--- src/rtl/pic_pkg.sv ---
// Shared types and constants for the PIC cascade logic.
package pic_pkg;

  localparam int CAS_W_DEF        = 3;
  localparam int DATA_W_DEF       = 8;
  localparam int INTA_PULSES_8086 = 2;
  localparam int INTA_PULSES_8080 = 3;

  typedef enum logic [2:0] {
    ST_IDLE,
    ST_FIRST,
    ST_SELECTED,
    ST_IGNORE,
    ST_DRIVE,
    ST_DONE
  } casc_state_t;

  // Number of the final INTA pulse for the latched processor mode.
  function automatic logic [1:0] last_pulse(input logic is_8086);
    return is_8086 ? 2'(INTA_PULSES_8086) : 2'(INTA_PULSES_8080);
  endfunction

endpackage

--- src/rtl/inta_edge_sync.sv ---
// Two-flop synchroniser for the asynchronous INTA pin plus a third flop
// for fall/rise edge detection.
module inta_edge_sync (
  input  logic clk,
  input  logic rst_neg,
  input  logic inta_neg,
  output logic inta_sync,
  output logic fall_pulse,
  output logic rise_pulse
);

  logic [2:0] sync_q;

  // INTA idles high, so the chain resets high to avoid a spurious fall.
  always_ff @(posedge clk or negedge rst_neg) begin
    if (!rst_neg) sync_q <= 3'b111;
    else          sync_q <= {sync_q[1:0], inta_neg};
  end

  assign inta_sync  = sync_q[1];
  assign fall_pulse =  sync_q[2] & ~sync_q[1];
  assign rise_pulse = ~sync_q[2] &  sync_q[1];

endmodule

--- src/rtl/cascade_slave_responder.sv ---
// Slave-side cascade responder: follows the INTA sequence, matches the CAS
// slave ID, and drives vector / CALL address bytes onto the data bus.
module cascade_slave_responder
  import pic_pkg::*;
#(
  parameter int CAS_W  = CAS_W_DEF,
  parameter int DATA_W = DATA_W_DEF
) (
  input  logic              clk,
  input  logic              rst_neg,
  input  logic              sp_neg,
  input  logic              single_mode_flag,
  input  logic              mode_8086_flag,
  input  logic              aeoi_flag,
  input  logic              inta_neg,
  input  logic [CAS_W-1:0]  cascading_lines,
  input  logic [CAS_W-1:0]  my_slave_id,
  input  logic              int_pending,
  input  logic [DATA_W-1:0] vector_8086,
  input  logic [15:0]       call_addr,
  output logic [DATA_W-1:0] data_out,
  output logic              data_oe,
  output logic              isr_set_pulse,
  output logic              aeoi_pulse,
  output logic              seq_active
);

  casc_state_t       state_q, state_d;
  logic [1:0]        cnt_q, cnt_d, cnt_inc;
  logic              mode_q, mode_d;
  logic              aeoi_lat_q, aeoi_lat_d;
  logic              sel_q, sel_d;
  logic [DATA_W-1:0] vec_q, vec_d;
  logic [15:0]       call_q, call_d;
  logic [DATA_W-1:0] data_out_q, data_out_d;
  logic              data_oe_q, data_oe_d;
  logic              isr_q, isr_d;
  logic              aeoi_q, aeoi_d;
  logic [CAS_W-1:0]  cas_s1_q, cas_s2_q;
  logic              inta_sync, inta_fall, inta_rise;
  logic              enabled;

  inta_edge_sync u_inta_sync (
    .clk        (clk),
    .rst_neg    (rst_neg),
    .inta_neg   (inta_neg),
    .inta_sync  (inta_sync),
    .fall_pulse (inta_fall),
    .rise_pulse (inta_rise)
  );

  assign enabled = ~sp_neg & ~single_mode_flag;
  assign cnt_inc = (cnt_q == 2'd3) ? 2'd3 : cnt_q + 2'd1;

  // NOTE: every variable gets its hold value first, so no path through the
  // case below can leave one unassigned and infer a latch.
  always_comb begin
    state_d    = state_q;
    cnt_d      = cnt_q;
    mode_d     = mode_q;
    aeoi_lat_d = aeoi_lat_q;
    sel_d      = sel_q;
    vec_d      = vec_q;
    call_d     = call_q;
    data_out_d = data_out_q;
    data_oe_d  = data_oe_q;
    isr_d      = 1'b0;
    aeoi_d     = 1'b0;

    unique case (state_q)
      ST_IDLE: begin
        cnt_d      = 2'd0;
        sel_d      = 1'b0;
        data_oe_d  = 1'b0;
        data_out_d = '0;
        if (inta_fall && enabled) begin
          state_d    = ST_FIRST;
          cnt_d      = 2'd1;
          mode_d     = mode_8086_flag;
          aeoi_lat_d = aeoi_flag;
        end
      end
      ST_FIRST: begin
        if (inta_rise) begin
          if (cas_s2_q == my_slave_id && int_pending) begin
            state_d = ST_SELECTED;
            sel_d   = 1'b1;
            isr_d   = 1'b1;
            vec_d   = vector_8086;
            call_d  = call_addr;
          end else begin
            state_d = ST_IGNORE;
          end
        end
      end
      ST_SELECTED: begin
        if (inta_fall) begin
          state_d   = ST_DRIVE;
          cnt_d     = cnt_inc;
          data_oe_d = 1'b1;
          if (mode_q)               data_out_d = vec_q;
          else if (cnt_inc == 2'd2) data_out_d = DATA_W'(call_q[7:0]);
          else                      data_out_d = DATA_W'(call_q[15:8]);
        end
      end
      ST_DRIVE: begin
        if (inta_rise) begin
          data_oe_d  = 1'b0;
          data_out_d = '0;
          if (cnt_q == last_pulse(mode_q)) begin
            state_d = ST_DONE;
            aeoi_d  = sel_q & aeoi_lat_q;
          end else begin
            state_d = ST_SELECTED;
          end
        end
      end
      ST_IGNORE: begin
        if (inta_fall) cnt_d = cnt_inc;
        if (inta_rise && cnt_q == last_pulse(mode_q)) state_d = ST_DONE;
      end
      ST_DONE:  state_d = ST_IDLE;
      default:  state_d = ST_IDLE;
    endcase

    // Mode pins leaving cascade-slave configuration abort any sequence.
    if (state_q != ST_IDLE && !enabled) begin
      state_d    = ST_IDLE;
      cnt_d      = 2'd0;
      sel_d      = 1'b0;
      data_oe_d  = 1'b0;
      data_out_d = '0;
      isr_d      = 1'b0;
      aeoi_d     = 1'b0;
    end
  end

  // NOTE: state is updated with non-blocking assignments so every flop
  // samples pre-edge values regardless of statement order.
  always_ff @(posedge clk or negedge rst_neg) begin
    if (!rst_neg) begin
      state_q    <= ST_IDLE;
      cnt_q      <= 2'd0;
      mode_q     <= 1'b0;
      aeoi_lat_q <= 1'b0;
      sel_q      <= 1'b0;
      vec_q      <= '0;
      call_q     <= '0;
      data_out_q <= '0;
      data_oe_q  <= 1'b0;
      isr_q      <= 1'b0;
      aeoi_q     <= 1'b0;
      cas_s1_q   <= '0;
      cas_s2_q   <= '0;
    end else begin
      state_q    <= state_d;
      cnt_q      <= cnt_d;
      mode_q     <= mode_d;
      aeoi_lat_q <= aeoi_lat_d;
      sel_q      <= sel_d;
      vec_q      <= vec_d;
      call_q     <= call_d;
      data_out_q <= data_out_d;
      data_oe_q  <= data_oe_d;
      isr_q      <= isr_d;
      aeoi_q     <= aeoi_d;
      cas_s1_q   <= cascading_lines;
      cas_s2_q   <= cas_s1_q;
    end
  end

  assign data_out      = data_out_q;
  assign data_oe       = data_oe_q;
  assign isr_set_pulse = isr_q;
  assign aeoi_pulse    = aeoi_q;
  assign seq_active    = (state_q != ST_IDLE);

endmodule

--- config.mk ---
export PLATFORM = sky130hd
export DESIGN_NAME = cascade_slave_responder
export DESIGN_NICKNAME = d
export VERILOG_FILES = /design/src/rtl/pic_pkg.sv /design/src/rtl/inta_edge_sync.sv /design/src/rtl/cascade_slave_responder.sv
export SDC_FILE = /design/constraint.sdc
export NUM_CORES = 1
export LEC_CHECK = 0
export BUFFER_PORTS_ARGS = -buffer_cell sky130_fd_sc_hd__buf_2
export CAP_MARGIN = 20
export CELL_PAD_IN_SITES_DETAIL_PLACEMENT = 0
export CELL_PAD_IN_SITES_GLOBAL_PLACEMENT = 2
export CORE_ASPECT_RATIO = 1.1
export CORE_MARGIN = 1
export CORE_UTILIZATION = 33
export DETAILED_ROUTE_END_ITERATION = 16
export PLACE_DENSITY = 0.72
export SYNTH_ARGS = -nofsm -noshare
export SYNTH_HDL_FRONTEND = slang
export SYNTH_SLANG_ARGS = --single-unit
--- constraint.sdc ---
create_clock -name clk -period 1.7 [get_ports clk]
set_clock_uncertainty 0.1 [all_clocks]
set_input_delay 0.085 -clock clk [delete_from_list [all_inputs] [get_ports clk]]
set_output_delay 0.085 -clock clk [all_outputs]
set_load 0.005 [all_outputs]
==> results.py <==
metrics = {
    "status": {
        "status": "finished with violations",
        "violations": "design-rule violations, negative setup slack",
    },
    "clocking": {
        "cts_buffer_depth": 2,
        "clock_latency_ps": 300,
        "cts.root.buffer_cell": "clkbuf_8",
        "path_clk_slew_ps": 90,
        "cts_tree": "done",
        "post_cts_buffers": 0,
        "cts.htree.levels": 2,
        "cts_sinks": 52,
        "cts_inserted_buffers": 5,
    },
    "global_routing": {
        "grt_max_degree": 33,
        "grt_use_total_pct": 14.0,
        "grt_pass1_wl_mm": 8.53,
        "overflow": 0,
        "antenna_found_initial": 0,
        "grt_pass1_vias": 1748,
    },
    "sta": {
        "drv_slew": 0,
        "finalSetupViolCount": 24,
        "rsz0062_at_grt": "true",
        "tightest_slew_ps": 509,
        "min_period_ps": 1750,
        "fmax_mhz": 570,
        "finalCritPeriodShare_pct": 103,
        "whs_ps": 147,
        "relSlewSlack_pct": 66.0,
        "worst_slack_ps": -54.1,
        "hold_viol": 0,
    },
    "drt": {
        "first_pass_iters": 13,
        "drt_iter0_markers": 81,
        "vias_per_cell": 4.79,
        "wl_per_cell_um": 13.8,
        "drc": 1,
        "vias": 1805,
        "totalWireLength_mm": 5.21,
        "antenna_left": 0,
    },
    "synthesis": {
        "synth-edff-count": 0,
        "seq_area_frac_synth_pct": 52.8,
        "synth_area_sq_um": 2470,
        "yosysTopAreaCell": "dfrtp_1",
        "synthesis.nets": 231,
        "synthFlopType": "dfrtp_1",
        "yosys-top-cells-area": "dfrtp_1 50%, mux2_4 11%, mux2_2 7.3%, nand2b_1 3.3%, dfstp_2 3.2%",
        "yosysTopAreaCellShare_pct": 49.6,
        "avgSynthCellArea_sq_um": 12.8,
        "async_flop_share_pct": 100,
        "postSynthCellCount": 193,
        "ys_types": 42,
        "synth_warnings": 0,
        "ys_seq_elements": 52,
    },
    "floorplanning": {
        "die_area_sq_um": 7850,
        "num_rows": 32,
        "die_y_um": 92.8,
        "ios": 50,
        "start_util_pct": 34.7,
        "core_sq_um": 7130,
        "die_w_um": 84.6,
    },
    "worst_hold_path": {
        "min_path_cells": 4,
        "hold_class": "primary input to register",
        "hp-start": "single_mode_flag",
        "min_to": "state_q[0]",
    },
    "layout": {
        "drive_gt1_share_pct": 46.2,
        "fin_util_pct": 48.0,
        "diodes": 0,
        "layout.nets": 329,
        "multi_input_area_sq_um": 1110,
        "synthToLayoutAreaGrowth_pct": 38.3,
        "regArea_sq_um": 1310,
        "num-fill-cells": 681,
    },
    "setup_path": {
        "reg2regPathDepth": 5,
        "required_ps": 1780,
        "worstPathCellList": "xor2_1, nor4_4, nand3_4, buf_12, mux2_4",
        "worstSetupEndpointType": "register",
        "cp_max_fo": 17,
        "worstSetupStartpointType": "register",
        "r2r_slack_ps": -50,
        "crit_family": "simple AND/OR/NAND/NOR gates",
        "r2r-start": "cas_s2_q[2]",
        "cp_slowest_stage_delay_ps": 380,
        "cpMaxStageDelayCell": "dfrtp_1",
        "crit_buf_inv": 1,
        "critical_path_arrival_ps": 1840,
        "critical_path_class": "register to register",
        "r2r_end": "vec_q[3]",
    },
    "run": {
        "maxCapViolations": 0,
    },
    "placement": {
        "place_ws_ps": -42.7,
        "detailed_place_hpwl_mm": 3.74,
        "place.gp.congestion": 0.790,
        "io_buffer_count": 49,
    },
    "power_and_ir_drop": {
        "p_per_area_nw_per_um2": 1170,
        "p_leak_nw": 1.64,
        "vdd_drop_max_mv": 0.610,
    },
}
## cell type report
class                           count  area share [%]
Sequential cell                    52            38.2
Multi-Input combinational cell    119            32.4
Timing Repair Buffer              102            21.9
Tap cell                           85            3.11
Clock buffer                        7            2.23
Inverter                           11            1.21
Clock inverter                      1           0.878
## how the worst max path moves through the flow
stage,from,endpoint,slack [ps],depth (start not counted)
after detailed placement,cas_s2_q[2],vec_q[3],-40,5
after floorplan,cas_s2_q[2],call_q[12],5,5
after CTS,cas_s2_q[2],vec_q[3],-60,5
final,cas_s2_q[2],vec_q[3],-50,5
after global routing,cas_s2_q[2],vec_q[3],-110,5
after global placement,cas_s2_q[2],call_q[12],-30,5
## cell families after synthesis
logic type / count (synthesis) / share of synthesized area, %
flops: 52 / 52.8
simple gates: 46 / 11.7
buf+inv: 22 / 4.65
compound gates: 34 / 10.9
xor+xnor: 5 / 1.77
mux: 34 / 18.2
## state kept, by name, indices dropped and copies added, names as in the netlist
name                flops
cas_s1_q                3
cas_s2_q                3
isr_set_pulse           1
aeoi_pulse              1
cnt_q                   2
call_q                 16
vec_q                   8
data_oe                 1
mode_q                  1
data_out                8
u_inta_sync.sync_q      3
aeoi_lat_q              1
state_q                 3
sel_q                   1
## tightest hold or removal path, cell delays in order
cell and delay, ps:
buf_2 130, nor2_1 100, nand4b_1 110, o211ai_1 90
## layer usage
layer / track usage, % / vias to the layer above / wire, um
li1: - / 887 / -
met1: 18.3 / 872 / 2430
met2: 23.6 / 41 / 2560
met3: 3.39 / 5 / 176
met4: 3.39 / 0 / 46
met5: 0 / - / 0
## stage by stage
step	power, mW	TNS [ps]	cell area [sq um]	instances
after floorplan	2.62	0	2470	193
after global routing	4.28	-2230	3420	377
after global placement	3.06	-491	2940	338
after detailed placement	3.07	-737	2940	338
after CTS	3.97	-1110	3360	377
final	4.01	-880	3420	377
## synthesized netlist by cell type (2+ instances only)
master	number
or2_2	3
o211ai_1	9
o31ai_1	9
nand2b_1	13
buf_6	4
nor2b_1	2
o32ai_2	2
and3_1	2
nor2_1	7
inv_1	11
mux2_4	18
or3_1	2
buf_2	2
nor3_1	3
xor2_1	4
nand2_1	4
mux2_2	16
dfrtp_1	49
clkbuf_1	4
dfstp_2	3
a21oi_1	5
## layout by cell type (no fill, tap or decap), types with 2 or more instances in the layout
cell type and instances:
mux2_4 18, nor2_1 7, or2_2 3, o211ai_1 9
dlygate4sd3_1 31, dfrtp_1 46, clkbuf_8 5, buf_12 2
nand2b_1 13, and3_1 2, a21oi_2 2, nor3_1 2
buf_2 49, mux2_2 16, clkbuf_1 2, a21oi_1 4
dfstp_2 3, o31ai_1 8, dfrtp_2 3, buf_4 19
xor2_1 3, inv_1 10, nand2_1 4
## repair_timing
| item | 4_1_cts | 5_1_grt |
|---|---|---|
| gates resized for setup | 2 | 14 |
| hold buffers | 31 | 0 |
| pin swaps | 1 | 4 |
| endpoints found under the hold margin | 50 | 0 |
| endpoints found under the setup margin | 27 | 40 |
## power breakdown
| group | internal, mW | total [mW] | switching, mW | leakage, nW |
|---|---|---|---|---|
| clock network | 0.441 | 0.833 | 0.392 | 0.0524 |
| registers | 1.51 | 1.70 | 0.187 | 0.677 |
| logic | 0.853 | 1.48 | 0.623 | 0.911 |
| total | 2.81 | 4.01 | 1.20 | 1.64 |
Note: power is estimated with default switching activity, not from simulation.
